### config.mk
export PLATFORM = sky130hd
export DESIGN_NAME = multi_range
export DESIGN_NICKNAME = d
export VERILOG_FILES = /design/src/rtl/multi_range_pkg.sv /design/src/rtl/range_step_unit.sv /design/src/rtl/multi_range.sv
export SDC_FILE = /design/constraint.sdc
export NUM_CORES = 1
export LEC_CHECK = 0
export CORE_MARGIN = 5
export CORE_UTILIZATION = 45
export DETAILED_ROUTE_END_ITERATION = 6
export GPL_TIMING_DRIVEN = 1
export PLACE_DENSITY = 0.76
export SYNTH_ARGS = -nofsm -noshare
export SYNTH_HDL_FRONTEND = slang
export SYNTH_SLANG_ARGS = --single-unit
### constraint.sdc
create_clock -name _clock -period 2.9 [get_ports _clock]
set_input_delay 0.29 -clock _clock [delete_from_list [all_inputs] [get_ports _clock]]
set_output_delay 0.29 -clock _clock [all_outputs]
set_load 0.02 [all_outputs]
### src/rtl/multi_range_pkg.sv
// Shared types and the signed range-membership helper for the multi_range generator.
package multi_range_pkg;

  typedef enum logic [1:0] {
    IDLE = 2'd0,
    RUN  = 2'd1,
    DONE = 2'd2
  } state_e;

  // Widest operand the helper accepts; callers sign-extend their WIDTH-bit values to it.
  localparam int MAX_W = 64;

  // A value is inside the range while it has not yet reached the limit in the step direction.
  function automatic logic in_range_f(input logic signed [MAX_W-1:0] cur,
                                      input logic signed [MAX_W-1:0] step,
                                      input logic signed [MAX_W-1:0] limit);
    logic res;
    if (step > 0) res = (cur < limit);
    else          res = (cur > limit);
    return res;
  endfunction

endpackage

### src/rtl/range_step_unit.sv
// Combinational arithmetic for one generator step: range test, next value and signed overflow.
module range_step_unit
  import multi_range_pkg::*;
#(
  parameter int WIDTH = 32
) (
  input  logic signed [WIDTH-1:0] cur_i,
  input  logic signed [WIDTH-1:0] step_i,
  input  logic signed [WIDTH-1:0] limit_i,
  output logic                    in_range_o,
  output logic signed [WIDTH-1:0] next_o,
  output logic                    ovf_o
);

  logic [WIDTH:0] sum;

  // One guard bit: the sum overflowed iff the guard and the sign bit disagree.
  assign sum        = {cur_i[WIDTH-1], cur_i} + {step_i[WIDTH-1], step_i};
  assign next_o     = sum[WIDTH-1:0];
  assign ovf_o      = sum[WIDTH] ^ sum[WIDTH-1];
  assign in_range_o = in_range_f(MAX_W'(cur_i), MAX_W'(step_i), MAX_W'(limit_i));

endmodule

### src/rtl/multi_range.sv
// Repeating range(base, limit, step) generator with a start/ready/valid/done handshake.
// Build option: define MULTI_RANGE_SATURATE_EN to end a pass on signed overflow instead of wrapping.
module multi_range
  import multi_range_pkg::*;
#(
  parameter int WIDTH = 32,
  parameter int CNT_W = 8
) (
  input  logic                    _clock,
  input  logic                    _reset,
  input  logic                    _start,
  input  logic                    _ready,
  input  logic signed [WIDTH-1:0] base,
  input  logic signed [WIDTH-1:0] limit,
  input  logic signed [WIDTH-1:0] step,
  input  logic        [CNT_W-1:0] repeats,
  output logic                    _valid,
  output logic                    _done,
  output logic signed [WIDTH-1:0] _0,
  output logic        [CNT_W-1:0] _1
);

  // Handshake: an item is transferred on a rising edge where _valid && _ready;
  // while _valid && !_ready the item and _valid are held unchanged.

  state_e                  state_q, state_d;
  logic signed [WIDTH-1:0] base_q, limit_q, step_q;
  logic        [CNT_W-1:0] rep_q;
  logic signed [WIDTH-1:0] cur_q, cur_d;
  logic        [CNT_W-1:0] pass_q, pass_d;
  logic                    valid_q, valid_d;
  logic                    done_q, done_d;
  logic signed [WIDTH-1:0] val_q, val_d;
  logic        [CNT_W-1:0] idx_q, idx_d;
  logic                    first_q, first_d;
  logic                    stop_q, stop_d;
  logic                    load;

  logic                    in_range;
  logic signed [WIDTH-1:0] next;
  logic                    ovf;

  range_step_unit #(.WIDTH(WIDTH)) u_step (
    .cur_i      (cur_q),
    .step_i     (step_q),
    .limit_i    (limit_q),
    .in_range_o (in_range),
    .next_o     (next),
    .ovf_o      (ovf)
  );

`ifndef MULTI_RANGE_SATURATE_EN
  logic unused_ovf;
  assign unused_ovf = ovf;
`endif

  always_comb begin
    state_d = state_q;
    cur_d   = cur_q;
    pass_d  = pass_q;
    valid_d = valid_q;
    done_d  = done_q;
    val_d   = val_q;
    idx_d   = idx_q;
    first_d = first_q;
    stop_d  = stop_q;
    load    = 1'b0;
    case (state_q)
      IDLE, DONE: begin
        if (_start) begin
          load    = 1'b1;
          cur_d   = base;
          pass_d  = '0;
          done_d  = 1'b0;
          valid_d = 1'b0;
          first_d = 1'b1;
          stop_d  = 1'b0;
          state_d = RUN;
        end
      end
      RUN: begin
        if (!valid_q || _ready) begin
          // Every pass is identical, so an empty first pass means no items at all.
          if (step_q == '0 || rep_q == '0 || (first_q && pass_q == '0 && !in_range)) begin
            valid_d = 1'b0;
            done_d  = 1'b1;
            state_d = DONE;
          end else if (in_range && !stop_q) begin
            val_d   = cur_q;
            idx_d   = pass_q;
            valid_d = 1'b1;
            cur_d   = next;
            first_d = 1'b0;
`ifdef MULTI_RANGE_SATURATE_EN
            stop_d  = ovf;
`endif
          end else begin
            valid_d = 1'b0;
            pass_d  = pass_q + CNT_W'(1);
            cur_d   = base_q;
            first_d = 1'b1;
            stop_d  = 1'b0;
            if (pass_q + CNT_W'(1) == rep_q) begin
              done_d  = 1'b1;
              state_d = DONE;
            end
          end
        end
      end
      default: state_d = IDLE;
    endcase
  end

  always_ff @(posedge _clock) begin
    if (!_reset) begin
      state_q <= IDLE;
      base_q  <= '0;
      limit_q <= '0;
      step_q  <= '0;
      rep_q   <= '0;
      cur_q   <= '0;
      pass_q  <= '0;
      valid_q <= 1'b0;
      done_q  <= 1'b0;
      val_q   <= '0;
      idx_q   <= '0;
      first_q <= 1'b0;
      stop_q  <= 1'b0;
    end else begin
      state_q <= state_d;
      if (load) begin
        base_q  <= base;
        limit_q <= limit;
        step_q  <= step;
        rep_q   <= repeats;
      end
      cur_q   <= cur_d;
      pass_q  <= pass_d;
      valid_q <= valid_d;
      done_q  <= done_d;
      val_q   <= val_d;
      idx_q   <= idx_d;
      first_q <= first_d;
      stop_q  <= stop_d;
    end
  end

  assign _valid = valid_q;
  assign _done  = done_q;
  assign _0     = val_q;
  assign _1     = idx_q;

endmodule

==> impl_metrics.toml, run 1 <==
[outcome]
status = "complete, but fails checks"
violations = "negative setup slack"

[clock_network]
clk_path_buf_depth = 2
clk_pin_slew_ps = 70
cts_made_buffers = 17
htreeDepth = 4
cts_root_buf = "clkbuf_16"
cts_sinks = 189
clkLatencyLatePin_ps = 440
cts_tree = "built"

[pwr]
p_int_uw = 6144
vdd_drop_max_mv = 0.3922
leakage_uw = 0.005799
powerDensity_mw_per_mm2 = 655.1
p_sw_uw = 3257
switching_share_pct = 34.65
clkPwrFrac_pct = 25.5
pwr-share-seq_pct = 32.0
p_comb_share_pct = 42.5
power.total_uw = 9402

[critical_path]
startpoint = "cur_q[23]"
critPathMaxFanout = 8
path_buf_inv = 4
worstSetupStartpointType = "flop"
required_ps = 3210
crit_path_max_incr_delay_ps = 370
worstPathArrival_ps = 3470
critical-path-top-delay-family = "simple AND/OR/NAND/NOR gates"
setup.worst_path.end_class = "flop"
criticalPathCategory = "reg -> reg"
crit_chain = "ha_4 > nand4_1 > nor4_2 > buf_4 > nand4_1 > a41oi_2 > buf_4 > o221a_4 > o21ai_4 > buf_12 > buf_12 > or3_4 > o311ai_4 > o2bb2ai_1"
slowest_stage = "dfxtp_1"
rr_startpoint = "cur_q[23]"

[synth]
yosysWarnings = 0
synth-edff-count = 0
ys_seq_area_share_pct = 37.67
synth_area_leader_cell = "dfxtp_1"
yosysTopAreaCellShare_pct = 37.67
yosys_most_used_dff = "dfxtp_1"
synth_cells = 1246
syn-num-nets = 1420
async_flop_share_pct = 0
ys_ff_latch = 189
ys_top_cells_by_area = "dfxtp_1, nand2_1, ha_1"
netlist_area_mm2 = 0.01004
synth.distinct_cells = 66
syn_avg_cell_area_um2 = 8.060

[layout]
final_area_mm2 = 0.01435
layout-drive-gt1-share_pct = 19.50
final_nets = 1689
antennaDiodeCount = 0
syn_to_final_growth_pct = 42.89

[placement]
port-buffer-count = 149
gp_congestion = 0.9115
dp_hpwl_um = 22780
placed_area_mm2 = 0.01272
dp_slack_ps = -452.4

[flow_run]
maxCapViolCount = 0

[routing]
routed_wl_um = 34330
ant_nets = 0
vias_per_cell = 5.763
via_count = 10420
first_iter_violations = 786
wire_per_inst_um = 18.99
drtPass1Iterations = 5
drc_errors = 0

[floorplan]
coreArea_mm2 = 0.02189
start_util_pct = 45.88
rows = 54
fp.dieW_um = 159.4
ioPinCount = 150
die-area_mm2 = 0.02541
die_h_um = 159.4

[worst_hold_path]
hp-start = "step[27]"
min_path_type = "in -> reg"

[global_route]
grt_max_degree = 98
grt_overflow = 0
antenna_found_initial = 0
grt_usage_pct = 25.09
first_global_vias = 10220
grt_pass1_wl_um = 52490

[timing]
hold_ws_ps = 389.0
fin_crit_sh_pct = 108.8
fin_skew_ps = 12.85
setup_viol = 85
relSlewSlack_pct = 26.38
worst_pin_slew_ps = 1104
tns_ps = -11970
fin_crit_ps = 3154
clock.fmax_mhz = 317.1
finalHoldViolCount = 0
final.setup.worst_slack_ps = -253.8
slew_violations = 0
rsz0062_at_grt = "true"
==> tightest hold or removal path, stage by stage <==
cell	delay [ps]
clkdlybuf4s50_1	390
nand2_1	50
a21oi_1	50
==> synth_stat cells (all sizes together), types with 13 or more instances <==
library cell,number
o21ai,34
ha,65
buf,19
nor2,90
nand4,13
dfxtp,189
nor4,13
nand3,15
a22o,19
nor3,13
xor2,17
xnor2,23
nand2,251
a21oi,162
clkbuf,55
mux2i,59
inv,47
==> placed cells by master, fill, tap and decap left out, drive strengths merged, types with 15 or more instances in the layout <==
| cell type | synthesis | routed |
|---|---|---|
| nor2 | 90 | 91 |
| inv | 47 | 49 |
| clkbuf | 55 | 24 |
| nand2 | 251 | 251 |
| xor2 | 17 | 17 |
| dfxtp | 189 | 189 |
| a21oi | 162 | 162 |
| nand3 | 15 | 15 |
| buf | 19 | 170 |
| a22o | 19 | 19 |
| xnor2 | 23 | 23 |
| clkdlybuf4s50 | 0 | 149 |
| mux2i | 59 | 59 |
| o21ai | 34 | 34 |
| ha | 65 | 65 |
==> area by class of cell <==
cell class	count	area (um2)
multi-input combinational	937	6310
fill	1717	7540
sequential	189	3806
clock buffer	20	456.7
inverter	47	178.9
clock inverter	12	135.1
timing repair buffer	323	3114
tap	280	350.3
==> metal layers <==
metal | up-vias | part of all wire [%] | track usage [%]
met5 | - | 0 | 0
met4 | 0 | 3.9 | 9.461
met3 | 104 | 6.5 | 5.333
met2 | 428 | 49 | 43.71
met1 | 4997 | 40 | 30.37
li1 | 4890 | - | -
==> final timing paths <==
kind / endpoint / slack, ps / cells after the start
worst max-delay path: cur_q[15] / -250 / 14
worst min-delay path: step_q[27] / 390 / 3
worst max register to register: cur_q[15] / -250 / 14
worst min register to register: base_q[6] / 450 / 2
==> power by group through the flow <==
stage	Combinational [uW]	Clock [uW]	Sequential, uW
final	3990	2400	3010
after floorplan	1820	0	3030
after global placement	2980	0	3020
after CTS	3540	2410	2990
after detailed placement	3020	0	3030
after global routing	4240	2540	3030
==> timing repair <==
action,in CTS,in global routing
setup endpoints to repair,85,85
buffers inserted,27,9
gates resized for setup,77,55
pin swaps,34,26
hold buffers,0,0
hold endpoints to repair,0,0
cloned,2,4
==> metrics by stage <==
stage / util, % / std cells
after floorplan: - / 1246
final: 65.56 / 1808
after global routing: 65.56 / 1808
after global placement: 58.09 / 1735
after detailed placement: 58.09 / 1735
after CTS: 63.69 / 1796
==> cell families after synthesis <==
group           count (synthesis)  synth area share (%)
xor+xnor                       40                 3.488
fa+ha+maj                      66                 8.297
buf+inv                       121                 5.021
mux                            59                 5.880
simple gates                  449                 19.35
compound gates                322                 20.29
flops                         189                 37.67
==> sequential cells by signal, indices dropped and copies added (netlist names) <==
name and cells:
_0 32, base_q 32, cur_q 32, limit_q 32
step_q 32, _1 8, pass_q 8, rep_q 8
state_q 2, _done 1, _valid 1, first_q 1
No activity file was read; power rests on OpenSTA's default activity.
==> run 2, diff against run 1 <==
Settings changed: ABC_AREA set to 0, CAP_MARGIN set to 20.
==> results of run 2 <==
The final DEF is identical to that of run 1; final timing and power are the same.
==> run 3, diff against run 2 <==
Settings changed: MAX_ROUTING_LAYER set to met4.
==> impl_metrics.toml, run 3 (synthesis results as in run 1) <==
[outcome]
violations = "negative setup slack"
status = "complete, but fails checks"

[clock_network]
htreeDepth = 4
cts_tree = "built"
clkLatencyLatePin_ps = 440
cts_root_buf = "clkbuf_16"
cts_sinks = 189
clk_pin_slew_ps = 80
cts_made_buffers = 17
clk_path_buf_depth = 2
hold_buffers = 0

[global_route]
grt_pass1_wl_um = 52310
grt_overflow = 0
grt_max_degree = 98
grt_usage_pct = 25.78
antenna_found_initial = 0
first_global_vias = 10010

[timing]
relSlewSlack_pct = 47.68
clock.fmax_mhz = 321.8
final.setup.worst_slack_ps = -207.1
fin_crit_sh_pct = 107.1
tns_ps = -12040
fin_skew_ps = 11.81
finalHoldViolCount = 0
fin_crit_ps = 3107
rsz0062_at_grt = "true"
worst_pin_slew_ps = 784.8
slew_violations = 0
hold_ws_ps = 397.3
setup_viol = 85

[placement]
dp_slack_ps = -411.9
port-buffer-count = 149
placed_cells_incl_taps = 1740
dp_hpwl_um = 22940
gp_congestion = 0.9515

[critical_path]
required_ps = 3220
path_buf_inv = 3
worstSetupStartpointType = "flop"
rr_worst_depth = 13
critical-path-top-delay-family = "compound AO/OA/AOI/OAI gates"
cp_num_cells = 13
slowest_stage = "a221o_1"
crit_path_max_incr_delay_ps = 370
worstPathArrival_ps = 3430
crit_chain = "inv_2 > ha_4 > a21o_1 > a221o_1 > a211o_1 > or3_1 > o221a_4 > o21ai_4 > a2bb2oi_4 > buf_6 > nor2_4 > buf_12 > a32o_1"
criticalPathCategory = "reg -> reg"
critPathMaxFanout = 6
setup.worst_path.end_class = "flop"

[layout]
multi_input_area_mm2 = 0.006223
final_cell_mix = "nand2_1, dfxtp_1, a21oi_1"
final_cells = 1799
final_nets = 1680
ff_latch_area_mm2 = 0.003796
antennaDiodeCount = 0
final_common_cell = "nand2_1"
layout-drive-gt1-share_pct = 18.10
final_core_util_pct = 64.57
syn_to_final_growth_pct = 40.75
nFillCells = 1772

[worst_hold_path]
hold_depth = 3
min_path_type = "in -> reg"

[floorplan]
die_h_um = 159.4
rows = 54
fp.dieW_um = 159.4
start_util_pct = 45.88
coreArea_mm2 = 0.02189
die-area_mm2 = 0.02541
ioPinCount = 150

[routing]
drtPass1Iterations = 5
via_count = 10180
ant_nets = 0
wire_per_inst_um = 18.57
routed_wl_um = 33400
vias_per_cell = 5.660
first_iter_violations = 755
drc_errors = 0

[flow_run]
maxCapViolCount = 0

[pwr]
vdd_drop_max_mv = 0.4123
powerDensity_mw_per_mm2 = 634.5
leakage_uw = 0.005732
-- run 3: routing by layer --
metal	routed length [um]	GRT usage, %	vias to the layer above
met4	1391	10.74	0
met3	2229	4.634	93
met2	16260	42.59	424
met1	13520	31.06	4768
li1	-	-	4897
met5	0	-	-
-- run 3: worst min-delay path, stage by stage --
cell and delay (ps):
clkdlybuf4s50_1 400, nand2_1 50, a21oi_1 50
-- run 3: path summary, 6_finish.rpt --
kind	from	slack, ps	end
max	limit_q[17]	-210	cur_q[25]
max reg2reg	limit_q[17]	-210	cur_q[25]
min	limit[21]	400	limit_q[21]
min reg2reg	base_q[30]	460	base_q[30]
-- run 3: metrics by stage --
stage | total power, uW | cell area (um2)
after CTS | 8796 | 13890
final | 8970 | 14140
after global placement | 6045 | 12750
after detailed placement | 6098 | 12750
after floorplan | 4857 | 10100
after global routing | 9386 | 14140
-- run 3: power breakdown --
group	switching, uW	internal [uW]	leakage (uW)	total (uW)
Combinational	1900	1800	0.00391	3700
Clock	1060	1220	0.000268	2270
Sequential	177	2820	0.00155	2990
-- run 3: final cells by class --
type,instances,share of cell area [%]
multi-input combinational,937,44.03
sequential,189,26.85
timing repair buffer,314,21.43
clock buffer,20,3.160
tap,280,2.478
inverter,47,1.266
clock inverter,12,0.7877
-- run 3: timing repair --
action                                  4_1_cts  5_1_grt
gates resized for setup                      66       49
setup buffers                                17        7
endpoints found under the setup margin       85       85
cloned                                        5        1
endpoints found under the hold margin         0        0
pin swaps                                    25       28
==> patch (config.mk and constraints of run 1) <==
The option `MULTI_RANGE_SATURATE_EN` is turned on by a define.
--- a/src/rtl/multi_range.sv
+++ b/src/rtl/multi_range.sv
@@ -1,5 +1,7 @@
 // Repeating range(base, limit, step) generator with a start/ready/valid/done handshake.
 // Build option: define MULTI_RANGE_SATURATE_EN to end a pass on signed overflow instead of wrapping.
+`define MULTI_RANGE_SATURATE_EN
+
 module multi_range
   import multi_range_pkg::*;
 #(
Behaviour: not the same (Yosys sat finds a counterexample within 4 cycles, from zero or initial values and one cycle with _reset low).
==> patch against run 1 <==
The run still ends with negative setup slack left; setup slack worse by 0.13 ns; critical path depth is the same; clock skew increased by 0.0010 ns; total power up 1.1%; synthesized area rose by 2.0%; wire length up 2.3%; design area grew 2.0%; sequential cell count rose by 1.
==> patch: results (changes against run 1) <==
Synth cell types=76 (+15%); worst-margin pin slew=0.9605 ns (-0.1438 ns); Clk. pwr=2640 uW (+10%); Fillers=1764 (+2.7%); leakage power=0.005950 uW (+2.6%); WL final=35130 um (+2.3%); Syn Nets=1447 (+1.9%); final worst setup slack=-0.3839 ns (-0.1301 ns); mean post-synth cell area=8.052 um^2 (-0.10%); post-synthesis sequential area ratio=37.14% (-0.54 points); vias in the first global route=10190 (-0.23%); worst hold slack=0.3732 ns (-0.01583 ns); crit path to=_0[0]$_SDFFE_PN0P_; status=complete, but fails checks; Hold Path Depth=3 (unchanged); Top FF cell, synth=dfxtp_1; Ys Warns=0 (unchanged); Hold Path Sink=limit_q[1]$_SDFFE_PN0P_; endpoints failing setup=86 (+1.2%); gpl congestion=0.9262 (+1.6%); combinational group share of total power=40.4% (-2.1 points); Net Sw Frac=34.32% (-0.33 points); Pint=6245 uW (+1.7%); first-pass GRT wire length=53320 um (+1.6%); Clock Skew=0.01385 ns (+0.0009957 ns); Vias per Instance=5.779 (+0.28%); Crit-path slowest cell=o41a_1; critical path arrival=3.59 ns (+0.12 ns); Peak VDD IR=0.3468 mV (-12%); DP Cell Count=1773 (+2.2%); CTS Hold Buffers Added=0 (unchanged); CP peak stage delay=0.53 ns (+0.16 ns); Initial DRC Count=1088 (+38%); Num CTS Buffers=17 (unchanged); ranking of synthesized cells by area=dfxtp_1 37%, nand2_1 9.2%, ha_1 8.1%, a21oi_1 7.9%, mux2i_1 4.5%; largest net degree at the start of global routing=89 (-9.2%); CP top delay family=compound AO/OA/AOI/OAI gates; Root Buffer=clkbuf_16; post-DP HPWL=22980 um (+0.88%); Post-synth top cells=252 x nand2_1, 190 x dfxtp_1, 161 x a21oi_1, 85 x nor2_1, 66 x ha_1; Resized Gates After CTS=70 (-9.1%); Avg WL per Cell=19.10 um (+0.59%); Setup Fix Bufs, Post-CTS=16 (-41%); Area after DPL=12910 um^2 (+1.5%); share of cells above drive strength 1=20.98% (+1.5 points); failing checks=negative setup slack; All-Layer GR Usage=25.39% (+0.30 points); setup tns final=-25.07 ns (-13.10 ns); NumNets Final=1716 (+1.6%); drt first pass iters=6 (+1); R2R Path Start=limit_q[15]$_SDFFE_PN0P_; hold path startpoint=limit[1]
==> patch: routing by layer <==
| metal | track usage [%] | share of wire (%) | vias to the layer above |
|---|---|---|---|
| li1 | - | - | 5029 |
| met1 | 33.14 | 41 | 5018 |
| met2 | 41.04 | 47 | 464 |
| met3 | 5.697 | 7.7 | 116 |
| met4 | 9.849 | 3.5 | 0 |
| met5 | 0 | 0 | - |
==> patch: cells by family after synthesis <==
family          count (synthesis)  share of synthesized area, %
compound gates                349                         21.61
xor+xnor                       39                         3.335
fa+ha+maj                      67                         8.258
buf+inv                       127                         5.302
flops                         190                         37.14
mux                            46                         4.495
simple gates                  454                         19.86
==> patch: layout make-up <==
cell class	count	area, um^2	area share, %
multi-input combinational	955	6461	44.12
sequential	190	3832	26.17
timing repair buffer	326	3148	21.50
clock buffer	19	452.9	3.093
tap	285	356.6	2.435
clock inverter	13	200.2	1.367
inverter	51	193.9	1.324
